$ cat src/rtl/gb_mem_pkg.sv
// Shared constants for the Game Boy memory slice: FSM encodings, OAM geometry, echo-RAM fold.
// Includes a page-fold helper shared by bus initiators.
package gb_mem_pkg;

  localparam logic [1:0] ST_IDLE  = 2'd0;
  localparam logic [1:0] ST_START = 2'd1;
  localparam logic [1:0] ST_RD    = 2'd2;
  localparam logic [1:0] ST_WR    = 2'd3;

  localparam logic [15:0] OAM_BASE   = 16'hFE00;
  localparam int          OAM_LENGTH = 160;

  localparam logic [7:0] ECHO_FOLD_LO     = 8'hE0;
  localparam logic [7:0] ECHO_FOLD_OFFSET = 8'h20;

  // Echo RAM E000..FFFF mirrors C000..DFFF, so those source pages map back down.
  function automatic logic [7:0] fold_page(input logic [7:0] page);
    return (page >= ECHO_FOLD_LO) ? page - ECHO_FOLD_OFFSET : page;
  endfunction

endpackage

$ cat src/rtl/oam_dma.sv
// OAM DMA engine behind FF46: copies LENGTH bytes from {page,idx} to OAM, one byte per 2 cycles.
// OAM_DMA_REGREAD_EN enables FF46 readback; otherwise Do_reg reads 8'hFF and rd_reg is ignored.
module oam_dma
  import gb_mem_pkg::*;
#(
  parameter int LENGTH = OAM_LENGTH,
  parameter int IDX_W  = 8
) (
  input  logic        clock,
  input  logic        reset_n,
  input  logic        cs_reg,
  input  logic        wr_reg,
  input  logic        rd_reg,
  input  logic [7:0]  Di_reg,
  output logic [7:0]  Do_reg,
  output logic [15:0] A_src,
  input  logic [7:0]  Di_src,
  output logic        cs_src,
  output logic        rd_src,
  output logic [7:0]  A_oam,
  output logic [7:0]  Do_oam,
  output logic        cs_oam,
  output logic        wr_oam,
  output logic        busy
);

  logic [1:0]       state_q, state_d;
  logic [IDX_W-1:0] idx_q, idx_d;
  logic [7:0]       page_q, page_d;
  logic [15:0]      a_src_q;
  logic [7:0]       a_oam_q;
  logic [7:0]       do_oam_q;
  logic             reg_wr;
  logic             rd_act;
  logic             wr_act;
  logic             last_byte;

`ifdef OAM_DMA_REGREAD_EN
  logic [7:0] raw_q;
  logic [7:0] do_reg_q;

  // A simultaneous read wins and suppresses the write, matching the responders.
  assign reg_wr = cs_reg && wr_reg && !rd_reg;
  assign Do_reg = do_reg_q;

  always_ff @(posedge clock) begin
    if (!reset_n) begin
      raw_q    <= 8'h00;
      do_reg_q <= 8'h00;
    end else begin
      if (reg_wr) raw_q <= Di_reg;
      if (cs_reg && rd_reg) do_reg_q <= raw_q;
    end
  end
`else
  logic unused_rd_reg;

  assign unused_rd_reg = rd_reg;
  assign reg_wr        = cs_reg && wr_reg;
  assign Do_reg        = 8'hFF;
`endif

  assign rd_act    = (state_q == ST_RD);
  assign wr_act    = (state_q == ST_WR);
  assign last_byte = (idx_q == IDX_W'(LENGTH - 1));

  always_comb begin
    state_d = state_q;
    idx_d   = idx_q;
    page_d  = page_q;
    unique case (state_q)
      ST_IDLE: state_d = ST_IDLE;
      ST_START: begin
        idx_d   = '0;
        state_d = ST_RD;
      end
      ST_RD: state_d = ST_WR;
      ST_WR: begin
        if (last_byte) begin
          idx_d   = '0;
          state_d = ST_IDLE;
        end else begin
          idx_d   = idx_q + IDX_W'(1);
          state_d = ST_RD;
        end
      end
      default: state_d = ST_IDLE;
    endcase
    // A write while busy lets the current RD/WR finish, then restarts from idx 0.
    if (reg_wr) begin
      page_d  = fold_page(Di_reg);
      state_d = ST_START;
    end
  end

  assign cs_src = rd_act;
  assign rd_src = rd_act;
  assign cs_oam = wr_act;
  assign wr_oam = wr_act;
  assign busy   = (state_q != ST_IDLE);

  // Address/data follow the live transfer and hold their last value when inactive.
  assign A_src  = rd_act ? {page_q, 8'(idx_q)} : a_src_q;
  assign A_oam  = wr_act ? 8'(idx_q) : a_oam_q;
  assign Do_oam = wr_act ? Di_src : do_oam_q;

  always_ff @(posedge clock) begin
    if (!reset_n) begin
      state_q  <= ST_IDLE;
      idx_q    <= '0;
      page_q   <= 8'h00;
      a_src_q  <= 16'h0000;
      a_oam_q  <= 8'h00;
      do_oam_q <= 8'h00;
    end else begin
      state_q  <= state_d;
      idx_q    <= idx_d;
      page_q   <= page_d;
      a_src_q  <= A_src;
      a_oam_q  <= A_oam;
      do_oam_q <= Do_oam;
    end
  end

endmodule

$ cat config.mk
export PLATFORM = sky130hd
export DESIGN_NAME = oam_dma
export DESIGN_NICKNAME = d
export VERILOG_FILES = /design/src/rtl/gb_mem_pkg.sv /design/src/rtl/oam_dma.sv
export SDC_FILE = /design/constraint.sdc
export NUM_CORES = 1
export LEC_CHECK = 0
export CORE_UTILIZATION = 25
export CTS_CLUSTER_DIAMETER = 120
export DETAILED_ROUTE_END_ITERATION = 10
export GPL_TIMING_DRIVEN = 0
export HOLD_SLACK_MARGIN = 0.15
export PLACE_DENSITY = 0.55
export SETUP_SLACK_MARGIN = 0.05
export SLEW_MARGIN = 20
export SYNTH_ARGS = -nofsm -noshare
export SYNTH_HDL_FRONTEND = slang
export SYNTH_SLANG_ARGS = --single-unit
$ cat constraint.sdc
create_clock -name clock -period 3.53 [get_ports clock]
set_input_delay 0.353 -clock clock [delete_from_list [all_inputs] [get_ports clock]]
set_output_delay 0.353 -clock clock [all_outputs]
set_load 0.005 [all_outputs]
==> results, run 1 <==
- The flow ran to the end, and the final reports show no timing, DRC or antenna violations.
- Routability-driven placement finished with a final weighted congestion of 0.767.
- The number of standard cells after synthesis is about 250.
- The longest clock path from root to sink contains 2 buffers.
- For this configuration, the core starts out at a cell density of 25.8%.
- Max-cap violations in this run came to 0.
- Dividing total power by cell area gives a power density of 352 nW/µm².
- The die is 96.8 µm tall.
- The first detailed-routing pass ran for 4 iterations.
- In the layout the commonest cells are 65 x nand2_1, 56 x clkdlybuf4s50_1, 50 x dfxtp_1.
- After synthesis, the netlist uses 33 different library cells.
- The slowest stage cell on the critical path is dfxtp_1.
- The mean instance size in the synthesized netlist is roughly 9 µm².
- Along the worst path, the maximum fanout reaches 10.
- In this run the worst hold path is classified as reg2reg.
- Hold is met by between 0.4 and 0.5 ns.
- For this run, the slowest stage of the critical path takes around 0.52 ns.
- Dividing the detail-routed wire length by the instance count gives 11.8 µm.
- Setup violations remaining at the end of the flow were counted as 0.
- The required time at the endpoint of the critical path is 3.18 ns.
- The area growth from synthesis to layout is 37.1%.
- TritonCTS built the clock tree.
- The minimum setup slack in the final design is approximately 1.2 ns.
- The area share of the leading cell type in the synthesized netlist is 44.5%.
- The number of antenna violations at the first check in global routing is 0.
- The via count normalized by instance count is 4.15.
- The sum of negative setup slack is 0 ns.
- Buffers added to address setup during post-CTS repair amount to 0.
- The achievable clock frequency is 428 MHz.
- The post-place setup slack is 1.47 ns.
- The first-pass GRT wire length is 8540 µm.
- Traced cell by cell, the critical path runs through nand2b_4, buf_6, mux2_4, clkdlybuf4s50_1.
- The standard-cell row count is 34.
- The clock tree synthesis step divided the H-tree into 2 levels.
- In this run, the number of DRC markers left after iteration 0 of detailed routing was 47.
- Entering global routing, the biggest net connects 15 pins.
- The worst path uses 66.2% of the clock period.
- The final net count is 342.
- Post-CTS repair changed the size of 0 cells.
- The count of nets left with antenna violations once routing finished came out at 0.
- The overall die width is 96.8 µm.
- The final count of hold timing violations is 0.
- The worst-case IR drop observed on VDD is 0.233 mV.
- The count of inserted antenna diode cells is 0.
- STA puts the critical path data arrival time at about 2 ns.
- In the post-synthesis netlist, the biggest area contributors are dfxtp_1 45%, nand2_1 11%, mux2_4 9.4%, and2_1 9.2%, a21boi_0 3.7%.
- The library cell used most frequently in the layout, excluding fill and tap cells, is nand2_1.
- The post-DP HPWL is 3630 µm.
- The CTS root buffer is clkbuf_8.
- The core region is 8720 µm².
- Setup repair after global routing left no endpoint under its margin.
- The part of the Yosys area used for sequential elements is about 45%.
- In this run the count of I/O pins placed on the die edge is 66.
- The cell area after synthesis is 2250 µm².
- The number of sinks handled by clock tree synthesis is 50.
- The number of hold buffers added after cts is 0.
- For the worst-skew pair, the clock arrives at the later sink with an insertion delay of ~0.30 ns.
- The count of warnings emitted by yosys is 0.
- The worst setup path is of the reg2out kind.
- At the pin with the least slew margin, the transition time is 0.511 ns.
- The final route contains between 1,500 and 2,000 vias.
- The total CTS buffers is 5.
- The dominant cell type by area after synthesis is dfxtp_1.
- After clock tree synthesis, the clock-pin slew on the worst setup and hold paths is 0.08 ns.
- The fraction of layout cells with a size suffix above 1 is approximately an eighth.
- The final clock skew is 0.0114 ns.
- During placement, the flow inserted port buffers numbering 56.
- The leakage power is 0.00129 µW.
- The normalized max-slew margin is 65.9%.
- The floorplan step defined a die boundary enclosing 9370 µm².
- The time the final worst path needs with I/O delays and setup is 2.34 ns.
- The number of storage elements in the synthesis netlist is 50.
- The overflow left after global routing is 0.
- The via count of the first global-routing pass is around 1,700.
- The overall routed net length is ~5000 µm.
- The count of pins over their slew limit is 0.
- In the global route stage, overall resource usage came out at roughly 11%.
- STA classifies the critical path endpoint as an output pin.
- For this run, design rule violations remaining after detail routing come to 0.
- The sort of element at the start of the critical path is a flip-flop.
## state kept, by name (all words and copies together), names as in the netlist
signal    cells
page_q        8
a_src_q      16
do_oam_q      8
idx_q         8
a_oam_q       8
state_q       2
## synthesized netlist by cell type
cell type  instances
buf_6              2
o21a_1             3
a31oi_1            1
o311ai_4           1
o21ai_0            2
nand3_1            9
nand4_1            1
clkbuf_1           7
nand2_1           65
a21boi_0          11
inv_4              1
nor2_1             1
a21oi_1            4
ha_1               2
buf_4             11
xor2_1             2
and4_2             1
mux2_4            14
buf_2              1
nor2b_1            3
and2_1            33
nor3_1             3
or2_2              1
nand4_4            1
a21o_1             1
o21ai_1            5
conb_1             1
nand2_2            1
dfxtp_1           50
or3_1              1
nand2b_4           1
nand2b_1           4
inv_1              5
## cells by family after synthesis
logic type | share of synthesized area [%]
adder cells (fa/ha/maj) | 1.11
buffers and inverters | 7.18
XOR/XNOR | 0.780
AND/OR/NAND/NOR | 28.0
AO/OA/AOI/OAI | 8.91
other | 0.167
multiplexers | 9.35
flip-flops | 44.5
## cell type report
type	instances	area, µm²
Sequential cell	50	1000
Inverter	6	25.0
Timing Repair Buffer	56	561
Clock buffer	6	82.6
Tap cell	108	135
Multi-Input combinational cell	179	1110
Buffer	21	136
Fill cell	914	5640
Clock inverter	1	30.0
## per-layer routing
metal	global-route usage (%)	wire [µm]	vias to the layer above
met5	0	0	-
met4	2.76	54	0
met3	3.40	254	5
met2	17.1	2250	38
met1	15.3	2460	808
li1	-	-	922
## final timing paths
check	end	startpoint	slack [ns]	depth (start not counted)
worst max-delay path	A_src[0]	state_q[0]	1.19	4
worst min-delay path	page_q[7]	page_q[7]	0.46	2
worst max register to register	idx_q[6]	idx_q[1]	1.90	5
worst min register to register	page_q[7]	page_q[7]	0.46	2
## per-stage QoR
stage                     power (µW)  std cells  util [%]  instance area (µm²)
after global placement           688        420      34.0                 2970
after detailed placement         689        420      34.0                 2970
final                           1080        427      35.3                 3080
after global routing            1140        427      35.3                 3080
after CTS                       1100        427      35.3                 3080
after floorplan                  640        256         -                 2270
## report_power, final
part	switching, µW	internal, µW
combinational	40.7	54.3
sequential	7.65	572
clock	183	227
total	231	853
## critical path, delay by kind of cell, from the launching register on
kind                   cells  cell delay, ns
buffers and inverters      2            0.65
flip-flops                 1            0.52
AND/OR/NAND/NOR            1            0.21
multiplexers               1            0.32
Note: power is estimated with default switching activity, not from simulation.
==> run 2: changes to the inputs <==
- PLACE_DENSITY: 0.55 -> 0.56
- clock period: 3.53 -> 2.1 ns (I/O delays scaled with it)
==> results, run 2 (same netlist as run 1, synthesis figures left out) <==
- The tool flagged a number of max-cap violations equal to 0.
- Across all setup checks in the final design, the least slack found is 0.124 ns.
- The sum of negative setup slack is 0 ns.
- The first global-routing pass estimated 8800 µm of wire.
- Summed over all layers, the global routing overflow is 0.
- The post-place setup slack is 0.177 ns.
- The worst-case IR drop observed on VDD is about 0.31 mV.
- The via count of the first global-routing pass came to 1,758.
- The library cell used most frequently in the layout, excluding fill and tap cells, is nand2_1.
- The critical path is of the reg2out type.
- The leakage power is 0.00132 µW.
- The share of total power dissipated in combinational logic is 8.5%.
- The maximum level of the CTS H-tree is 2.
- The worst min-delay path endpoint is page_q[7].
- For the worst flop-to-flop path, the logic depth is 5.
- The endpoint of the lowest-slack register-to-register path is idx_q[0].
- The switching share of total power is between 20% and 30%.
- Of the available clock period, the critical path in the final layout requires between 90% and 100%.
- Entering global routing, the biggest net connects 17 pins.
- The total power is 1940 µW.
- The fraction of layout cells with a size suffix above 1 is approximately 15%.
- The final count of hold timing violations is 0.
- The routability congestion estimate is about 0.76.
- In the final design database the tool counted 343 nets.
- Leaving out fill and tap cells, the most frequent cells in the layout are 65 x nand2_1, 56 x clkdlybuf4s50_1, 48 x dfxtp_1.
- The CTS tree is built.
- The violation count after the first detailed-routing iteration is 24.
- The cell internal power dissipation is 1530 µW.
- For this block, the routed nets add up to 5030 µm of wire.
- After detailed routing, the average wire length per cell comes to 11.7 µm.
- STA classifies the critical path endpoint as an output pin.
- The final setup violation count is 0.
- 66 I/O pins were placed.
- The first detailed-routing pass took 4 iterations.
- Counting flops per register, the top entry is a_src_q.
- After filler insertion, the fill cell instance count of the layout stands at 904.
- Setup repair after global routing could not meet its margin everywhere.
- After clock tree synthesis, the clock-pin slew on the worst setup and hold paths is 0.08 ns.
- The post-DP HPWL is 3680 µm.
- The sort of element at the start of the critical path is a flip-flop.
- The total area inside the core boundary comes to between 8000 and 9000 µm².
- The initial core utilization is 25.8%.
- In the routed design, unresolved DRC markers number 0.
- The tree built by TritonCTS fans out to 50 sinks.
- Static timing analysis puts the maximum clock frequency at 506 MHz.
- The cell sitting at the root of the clock tree is a clkbuf_8.
- The total number of vias is approximately 1,800.
- Along the worst path, the maximum fanout reaches 10.
- Clock skew on the completed layout was measured at 0.0152 ns.
- The die covers 9370 µm².
- The smallest clock period supported by the final layout is computed as 1.98 ns.
- The clock network is responsible for 41.2% of the overall power.
- Buffers inserted during clock tree synthesis total 5.
- The die is 96.8 µm tall.
- The startpoint of the worst register-to-register path is idx_q[1].
- The clock insertion delay at the later pin of the skew report is between 0.3 and 0.4 ns.
- Using the TritonRoute via totals, the vias-per-cell ratio works out to between 4 and 5.
- The standard-cell row count is 34.
- Of the total power, registers draw 50.2%.
- Relative to the synthesized area, the layout overhead comes to 39.8%.
- In this run the worst setup path begins at state_q[0].
- The overall die width is 96.8 µm.
- For the worst setup path, the data arrival time is about 1.8 ns.
- The switching power of the nets is between 400 and 500 µW.
- In this run the deepest clock path goes through 2 buffers.
- The antenna violation net count after detailed routing is 0.
- The count of pins over their slew limit is 0.
- The worst setup slack for register-to-register paths is 0.50 ns.
- For this run, the share of the core covered by cells in the final layout is between 30% and 40%.
- The flip-flop count of the largest register, all copies and words added is 16.
- The launch instance of the worst min-delay path is page_q[7].
- In this run, post-CTS hold repair placed 0 buffers.
- The number of stages on the worst hold path is 2.
- The path class of the lowest-slack min-delay path is reg2reg.
- Power spread over the standard cell area amounts to 616 nW/µm².
- The count of inserted antenna diode cells is 0.
- The number of antenna violations at the first check in global routing is 0.
- The count of buffers added on input and output ports is 56.
- The overall fraction of global-route tracks in use is 11.6%.
- Data on the critical path is required at its endpoint by 1.89 ns.
- The run finished with clean final reports.
run 2: metal layers:
layer / wire [µm] / GRT usage [%] / vias up
met5: 0 / 0 / -
met4: 71 / 4.13 / 0
met3: 187 / 2.75 / 7
met2: 2400 / 19.0 / 38
met1: 2370 / 14.9 / 797
li1: - / - / 926
run 2: critical path, stage by stage (launching register included):
cell             delay, ns
dfxtp_4               0.39
nand2b_4              0.15
buf_12                0.15
mux2_4                0.31
clkdlybuf4s50_1       0.47
run 2: worst max-delay path by stage:
stage	end	cells past startpoint
2_1_floorplan	idx_q[6]	5
3_3_place_gp	Do_oam[0]	5
3_5_place_dp	Do_oam[6]	5
4_1_cts	A_src[0]	4
5_1_grt	A_oam[6]	6
6_report	A_src[0]	4
run 2: timing repair:
| action | CTS | global route |
|---|---|---|
| buffers inserted | 0 | 1 |
| resized for setup | 5 | 7 |
| setup endpoints to repair | 28 | 22 |
| gates cloned | 0 | 0 |
run 2: power groups by stage:
stage          combinational (µW)  clock, µW  sequential [µW]
5_1_grt                       184        861              976
6_report                      165        799              973
3_3_place_gp                  161          0              996
4_1_cts                       164        826              975
2_1_floorplan                83.4          0              993
3_5_place_dp                  163          0              997
run 2: through the flow:
step                      hold slack, ns  instance area (µm²)  cells
final                              0.468                 3140    429
after global routing               0.484                 3140    429
after CTS                          0.467                 3120    428
after detailed placement           0.462                 2970    420
after global placement             0.451                 2970    420
after floorplan                    0.355                 2270    256
run 2: layout make-up:
cell class / count / area, µm² / area share (%)
inverters: 6 / 25.0 / 0.796
repair buffers: 57 / 566 / 18.0
flip-flops and latches: 50 / 1010 / 32.1
multi-input cells: 179 / 1110 / 35.4
clock inverters: 3 / 68.8 / 2.19
clock buffers: 5 / 68.8 / 2.19
well taps: 108 / 135 / 4.30
plain buffers: 21 / 159 / 5.06
